### src/rtl/grid_round_controller.sv
// Round controller for the stabilizer PE mesh: accepts a syndrome, loads it into the
// mesh, pulses start/stop offer, waits for the mesh to settle, snapshots every PE's
// match value and hands the snapshot downstream. All outputs are decoded from registers.
module grid_round_controller #(
  parameter int unsigned ROWS              = 2,
  parameter int unsigned COLS              = 3,
  parameter int unsigned MATCH_VALUE_WIDTH = 8,
  parameter int unsigned OFFER_CYCLES      = 16,
  parameter int unsigned SETTLE_CYCLES     = 4
) (
  input  logic                                  clk,
  input  logic                                  reset,
  input  logic [ROWS*COLS-1:0]                  syndrome_in,
  input  logic                                  syndrome_valid,
  output logic                                  syndrome_ready,
  output logic [ROWS*COLS-1:0]                  measurement_value_out,
  output logic [ROWS*COLS-1:0]                  measurement_valid_out,
  output logic                                  start_offer,
  output logic                                  stop_offer,
  input  logic [ROWS*COLS*MATCH_VALUE_WIDTH-1:0] match_value_in,
  output logic [ROWS*COLS*MATCH_VALUE_WIDTH-1:0] result_out,
  output logic                                  result_valid,
  input  logic                                  result_ready,
  output logic                                  busy,
  output logic [15:0]                           decode_cycles
);

  localparam int unsigned N      = ROWS * COLS;
  localparam int unsigned ResW   = N * MATCH_VALUE_WIDTH;
  localparam int unsigned MaxCnt = (OFFER_CYCLES > SETTLE_CYCLES) ? OFFER_CYCLES : SETTLE_CYCLES;
  // Down-counter only ever holds (cycles - 1).
  localparam int unsigned CntW   = (MaxCnt > 1) ? $clog2(MaxCnt) : 1;

  localparam logic [CntW-1:0] OfferLoad  = CntW'(OFFER_CYCLES - 1);
  localparam logic [CntW-1:0] SettleLoad = CntW'(SETTLE_CYCLES - 1);
  localparam logic [CntW-1:0] CntOne     = CntW'(1);

  localparam logic [2:0] StIdle    = 3'd0;
  localparam logic [2:0] StLoad    = 3'd1;
  localparam logic [2:0] StStart   = 3'd2;
  localparam logic [2:0] StOffer   = 3'd3;
  localparam logic [2:0] StStop    = 3'd4;
  localparam logic [2:0] StSettle  = 3'd5;
  localparam logic [2:0] StCapture = 3'd6;
  localparam logic [2:0] StOutput  = 3'd7;

  logic [2:0]      state_q, state_d;
  logic [N-1:0]    synd_q, synd_d;
  logic [CntW-1:0] cnt_q, cnt_d;
  logic [15:0]     cyc_q, cyc_d;
  logic [ResW-1:0] res_q, res_d;
  logic [15:0]     dec_q, dec_d;

  // Next-state logic: FSM sequencing, phase counter, round-length counter, snapshot.
  always_comb begin
    state_d = state_q;
    synd_d  = synd_q;
    cnt_d   = cnt_q;
    cyc_d   = cyc_q;
    res_d   = res_q;
    dec_d   = dec_q;

    // Round-length counter runs in every non-idle cycle and saturates.
    if (state_q != StIdle) begin
      cyc_d = (cyc_q == 16'hFFFF) ? cyc_q : cyc_q + 16'd1;
    end

    case (state_q)
      StIdle: begin
        if (syndrome_valid) begin
          synd_d = syndrome_in;
          // Starts at 1 so the entry cycle itself is counted.
          cyc_d  = 16'd1;
          if (syndrome_in == '0) begin
            // Nothing to decode: skip the mesh and report an all-zero result.
            res_d   = '0;
            state_d = StOutput;
          end else begin
            state_d = StLoad;
          end
        end
      end
      StLoad:  state_d = StStart;
      StStart: begin
        cnt_d   = OfferLoad;
        state_d = StOffer;
      end
      StOffer: begin
        if (cnt_q == '0) state_d = StStop;
        else             cnt_d   = cnt_q - CntOne;
      end
      StStop: begin
        cnt_d   = SettleLoad;
        state_d = StSettle;
      end
      StSettle: begin
        if (cnt_q == '0) state_d = StCapture;
        else             cnt_d   = cnt_q - CntOne;
      end
      StCapture: begin
        res_d   = match_value_in;
        state_d = StOutput;
      end
      StOutput: begin
        if (result_ready) begin
          dec_d   = cyc_q;
          cyc_d   = '0;
          state_d = StIdle;
        end
      end
      default: state_d = StIdle;
    endcase
  end

  // State registers with asynchronous active-low reset.
  always_ff @(posedge clk or negedge reset) begin
    if (!reset) begin
      state_q <= StIdle;
      synd_q  <= '0;
      cnt_q   <= '0;
      cyc_q   <= '0;
      res_q   <= '0;
      dec_q   <= '0;
    end else begin
      state_q <= state_d;
      synd_q  <= synd_d;
      cnt_q   <= cnt_d;
      cyc_q   <= cyc_d;
      res_q   <= res_d;
      dec_q   <= dec_d;
    end
  end

  // Moore outputs decoded from registered state only.
  always_comb begin
    syndrome_ready        = (state_q == StIdle);
    busy                  = (state_q != StIdle);
    measurement_value_out = synd_q;
    measurement_valid_out = {N{state_q == StLoad}};
    start_offer           = (state_q == StStart);
    stop_offer            = (state_q == StStop);
    result_out            = res_q;
    result_valid          = (state_q == StOutput);
    decode_cycles         = dec_q;
  end

endmodule

### config.mk
export PLATFORM = sky130hd
export DESIGN_NAME = grid_round_controller
export DESIGN_NICKNAME = d
export VERILOG_FILES = /design/src/rtl/grid_round_controller.sv
export SDC_FILE = /design/constraint.sdc
export NUM_CORES = 1
export LEC_CHECK = 0
export CORE_UTILIZATION = 48
export CTS_CLUSTER_DIAMETER = 200
export DETAILED_ROUTE_END_ITERATION = 8
export DONT_BUFFER_PORTS = 1
export PLACE_DENSITY = 0.62
export SLEW_MARGIN = 10
export SYNTH_ARGS = -nofsm -noshare
export SYNTH_HDL_FRONTEND = slang
export SYNTH_SLANG_ARGS = --single-unit
### constraint.sdc
create_clock -name clk -period 3.3 [get_ports clk]
set_input_delay 0.66 -clock clk [delete_from_list [all_inputs] [get_ports clk]]
set_output_delay 0.66 -clock clk [all_outputs]
set_load 0.02 [all_outputs]
Word-level counts from Yosys, hierarchy flattened
Index checks and enable logic that the tools add are counted.

Logic and storage cells: 50. Output and inout bits: 81. Register bits: 93. Bits of input ports: 58.

Reductions and logical operators: 12. Eq/ne operators: 14. Mux-type cells: 16. Add/sub/neg operators: 2.

Operators with widths (number): $mux 48 (2); $pmux 48 s2 (1); $mux 16 (4); $pmux 16 s2 (1); $pmux 3 s8 (1); $add 16x1->16 const B (1); $eq 16x16->1 const B (1); $mux 3 (5); $eq 3x3->1 const B (4); $pmux 4 s3 (1); $ne 2x2->1 const B (4); $eq 3x2->1 const B (2); $logic_not 6->1 (1); $reduce_and 2->1 (3); $reduce_bool 3->1 (2); $logic_not 4->1 (1); $mux 4 (1); $ne 2x1->1 const B (2); $reduce_and 4->1 (1); $sub 4x1->4 const B (1); $eq 3x1->1 const B (1); $logic_not 3->1 (1); $reduce_and 3->1 (1); $reduce_bool 2->1 (1); $reduce_or 2->1 (1).

Logic depth before layout (Yosys ltp)
Word-level depth: 5. Gate-level depth with buffers: 9. Depth with buffers taken out: 7.

Worst setup path before layout
OpenSTA, ideal clock, no wires.

Kind: register -> output. Start point: register state_q[2]. End point: output measurement_valid_out[1]. Required time: 2640 ps. Setup slack: 858 ps. Cell stages (with the launch flop): 5. Path buffers: 3. Arrival: 1782 ps. Path through: dfrtp_1 buf_2 buf_1 nor3b_1 buf_4.

Word-level cells in the longest chain between the ends: 1.

Ends and longest elaborated chain: from (decl) (line 47) `logic [2:0] state_q, state_d;`; from (signal assigned) (line 118) `state_q <= StIdle;`; from (signal assigned) (line 125) `state_q <= state_d;`; $eq 3x1->1 (line 139) `measurement_valid_out = {N{state_q == StLoad}};`; to (decl) (line 17) `output logic [ROWS*COLS-1:0] measurement_valid_out,`.

Every way passes these cells.

Final worst setup path
Start point: register state_q[0]. End point: output syndrome_ready.

Word-level cells in the longest chain between the ends: 1.

Ends and longest elaborated chain: $logic_not 3->1 (line 136) `syndrome_ready = (state_q == StIdle);`; to (decl) (line 15) `output logic syndrome_ready,`.

Every way passes these cells.

==> results.json <==
{
  "synth_cell_types": 47,
  "critPathMaxFanout": 16,
  "placed_cells": 435,
  "synth_area_leader_cell": "dfrtp_1",
  "post_drt_wl_per_cell_um": 18.4,
  "crit_buf_inv": 2,
  "drc_errors": 0,
  "fmax_ghz": 0.366,
  "ys.flop_type": "dfrtp_1",
  "die-area_um2": 8520,
  "grt_use_total_pct": 20.3,
  "holdWs_ns": 0.216,
  "clk_path_buf_depth": 2,
  "antenna_found_initial": 0,
  "io_buffers": 0,
  "final_cell_mix": "93 x dfrtp_1, 59 x nand2_1, 49 x a22o_1",
  "rows": 32,
  "initial_core_util_pct": 50.1,
  "wl_mm": 8.31,
  "worst_pin_slew_ns": 0.954,
  "power_mw": 4.22,
  "worstSetupPathType": "reg2out",
  "cp-start-kind": "flip-flop",
  "setup_violations": 0,
  "p_per_area_nw_per_um2": 1000,
  "htree_levels": 3,
  "final_common_cell": "dfrtp_1",
  "async_flop_share_pct": 100,
  "overflow": 0,
  "syn_nets": 410,
  "grt_pass1_wl_mm": 13.4,
  "clk_pin_slew_worst_paths_ns": 0.10,
  "stdcell_count": 452,
  "cts_sinks": 93,
  "finalHoldViolCount": 0,
  "cts_setup_buffers": 0,
  "min_period_over_period_pct": 82.9,
  "fin_util_pct": 54.0,
  "clock_latency_ns": 0.35,
  "viasPerCell": 5.75,
  "path_cells": "or3_1, clkinv_1, buf_4",
  "drtIter0Drc": 80,
  "drt_first_pass_iters": 4,
  "slew_headroom_pct": 36.1,
  "synth_enable_flop_cells": 0,
  "fin_skew_ns": 0.0122,
  "cp_slowest_cell": "dfrtp_1",
  "syn_area_um2": 3920,
  "layout.nets": 405,
  "drive_above_1_share_pct": 10.6,
  "cts_resized": 0,
  "fin_tns_setup_ns": 0,
  "floorplan.die.width_um": 92.3,
  "cp.required_ns": 2.64,
  "area_growth_pct": 7.70,
  "grt_pass1_vias": 2619,
  "vias": 2597,
  "dieHeight_um": 92.3,
  "ys_ff_latch": 93,
  "arrival_ns": 2.07,
  "drv_slew": 0,
  "gp_congestion": 0.733,
  "synth_area_leaders": "dfrtp_1 59%, a22o_1 11%, nand2_1 5.7%",
  "hold_path_class": "in2async",
  "rsz0062_at_grt": "no",
  "period_needed_ns": 2.73,
  "ant_nets": 0,
  "leakage_nw": 2.03,
  "synth_top_area_share_pct": 59.4,
  "hold_buffers": 1,
  "clockRootBuffer": "clkbuf_8",
  "ys_warn_count": 0,
  "grt_max_degree": 94,
  "nFillCells": 684,
  "core_region_area_um2": 7810,
  "place_hpwl_mm": 5.56,
  "cts_tree": "built",
  "path_delay_family": "flip-flops",
  "end_kind": "output pin",
  "ios": 139,
  "syn-mean-instance-area_um2": 11.2,
  "synth-seq-area-share_pct": 59.4,
  "outcome": "complete, no violations",
  "antenna_cells": 0,
  "ir_drop_uv": 442,
  "drv_cap": 0,
  "cts_made_buffers": 9,
  "syn_inst": 350,
  "cpPeakStageDelay_ns": 0.69
}
synthesized netlist by cell type (2+ instances only):
| cell type | instances |
|---|---|
| a21oi_1 | 14 |
| a22o_1 | 49 |
| a31oi_1 | 2 |
| a32oi_1 | 2 |
| and2_1 | 2 |
| and3_1 | 4 |
| buf_1 | 2 |
| buf_2 | 8 |
| buf_4 | 6 |
| buf_6 | 2 |
| clkbuf_1 | 9 |
| dfrtp_1 | 93 |
| ha_1 | 2 |
| inv_1 | 3 |
| mux2_1 | 6 |
| nand2_1 | 59 |
| nand3_1 | 9 |
| nand4_1 | 5 |
| nor2_1 | 15 |
| nor2b_1 | 2 |
| nor3_1 | 6 |
| nor3b_1 | 2 |
| o21ai_0 | 4 |
| o21ai_1 | 6 |
| or3_1 | 4 |
| or4_1 | 2 |
| xnor2_1 | 4 |
| xor2_1 | 9 |
state kept, by name, summed over array words and instances, names as in the netlist:
signal,count
measurement_value_out,6
cyc_q,16
cnt_q,4
result_out,48
decode_cycles,16
state_q,3
cell type report:
cell class	count	area (um^2)	area share (%)
Clock buffer	10	138	3.26
Clock inverter	6	55.1	1.31
Inverter	4	15.0	0.356
Multi-Input combinational cell	226	1450	34.3
Sequential cell	93	2330	55.2
Tap cell	102	128	3.03
Timing Repair Buffer	11	106	2.52
per-stage QoR:
| step | worst slack [ns] | cell area [um^2] |
|---|---|---|
| global route | 0.463 | 4220 |
| global placement | 0.712 | 4000 |
| floorplan | 0.858 | 3920 |
| CTS | 0.542 | 4220 |
| detailed placement | 0.675 | 4000 |
| finish | 0.566 | 4220 |
report_power, final:
part	internal, mW	switching [mW]	leakage [nW]
clock network	0.309	0.430	0.0929
logic	0.471	0.476	0.757
registers	1.62	0.911	1.18
total	2.40	1.82	2.03
kinds of logic after synthesis:
logic type	after synthesis	share of synthesized area, %
muxes	7	1.98
xor gates and xnor gates	13	2.91
adders and majority gates	2	0.639
buffers and inverters	31	4.19
AOI/OAI and AO/OA	85	16.5
and+or+nand+nor	119	14.4
DFF	93	59.4
final timing paths:
check / from / slack, ns / end / cells after the start
worst max-delay path: state_q[0]$_DFFE_PN0P_ / 0.57 / syndrome_ready / 3
worst min-delay path: reset / 0.22 / decode_cycles[14]$_DFFE_PN0P_ / 1
worst min register to register: cyc_q[15]$_DFF_PN0_ / 0.54 / decode_cycles[15]$_DFFE_PN0P_ / 2
max in group asynchronous: reset / 2.75 / result_out[27]$_DFFE_PN0P_ / 1
worst max register to register: state_q[0]$_DFFE_PN0P_ / 0.67 / cyc_q[4]$_DFF_PN0_ / 6
min in group clk: syndrome_valid / 0.43 / state_q[0]$_DFFE_PN0P_ / 1
worst reg2reg max path, delay by kind of cell (launching register included):
kind,cells,cell delay [ns]
buf+inv,2,0.58
flops,1,0.69
compound gates,1,0.25
simple gates,3,1.03
routing by layer:
| layer | vias up | part of all wire, % | GRT usage (%) |
|---|---|---|---|
| met2 | 78 | 48 | 32.3 |
| li1 | 1224 | - | - |
| met3 | 11 | 5.9 | 6.24 |
| met5 | - | 0 | 0 |
| met1 | 1284 | 44 | 26.4 |
| met4 | 0 | 1.4 | 6.64 |
No activity file was read; power rests on OpenSTA's default activity.
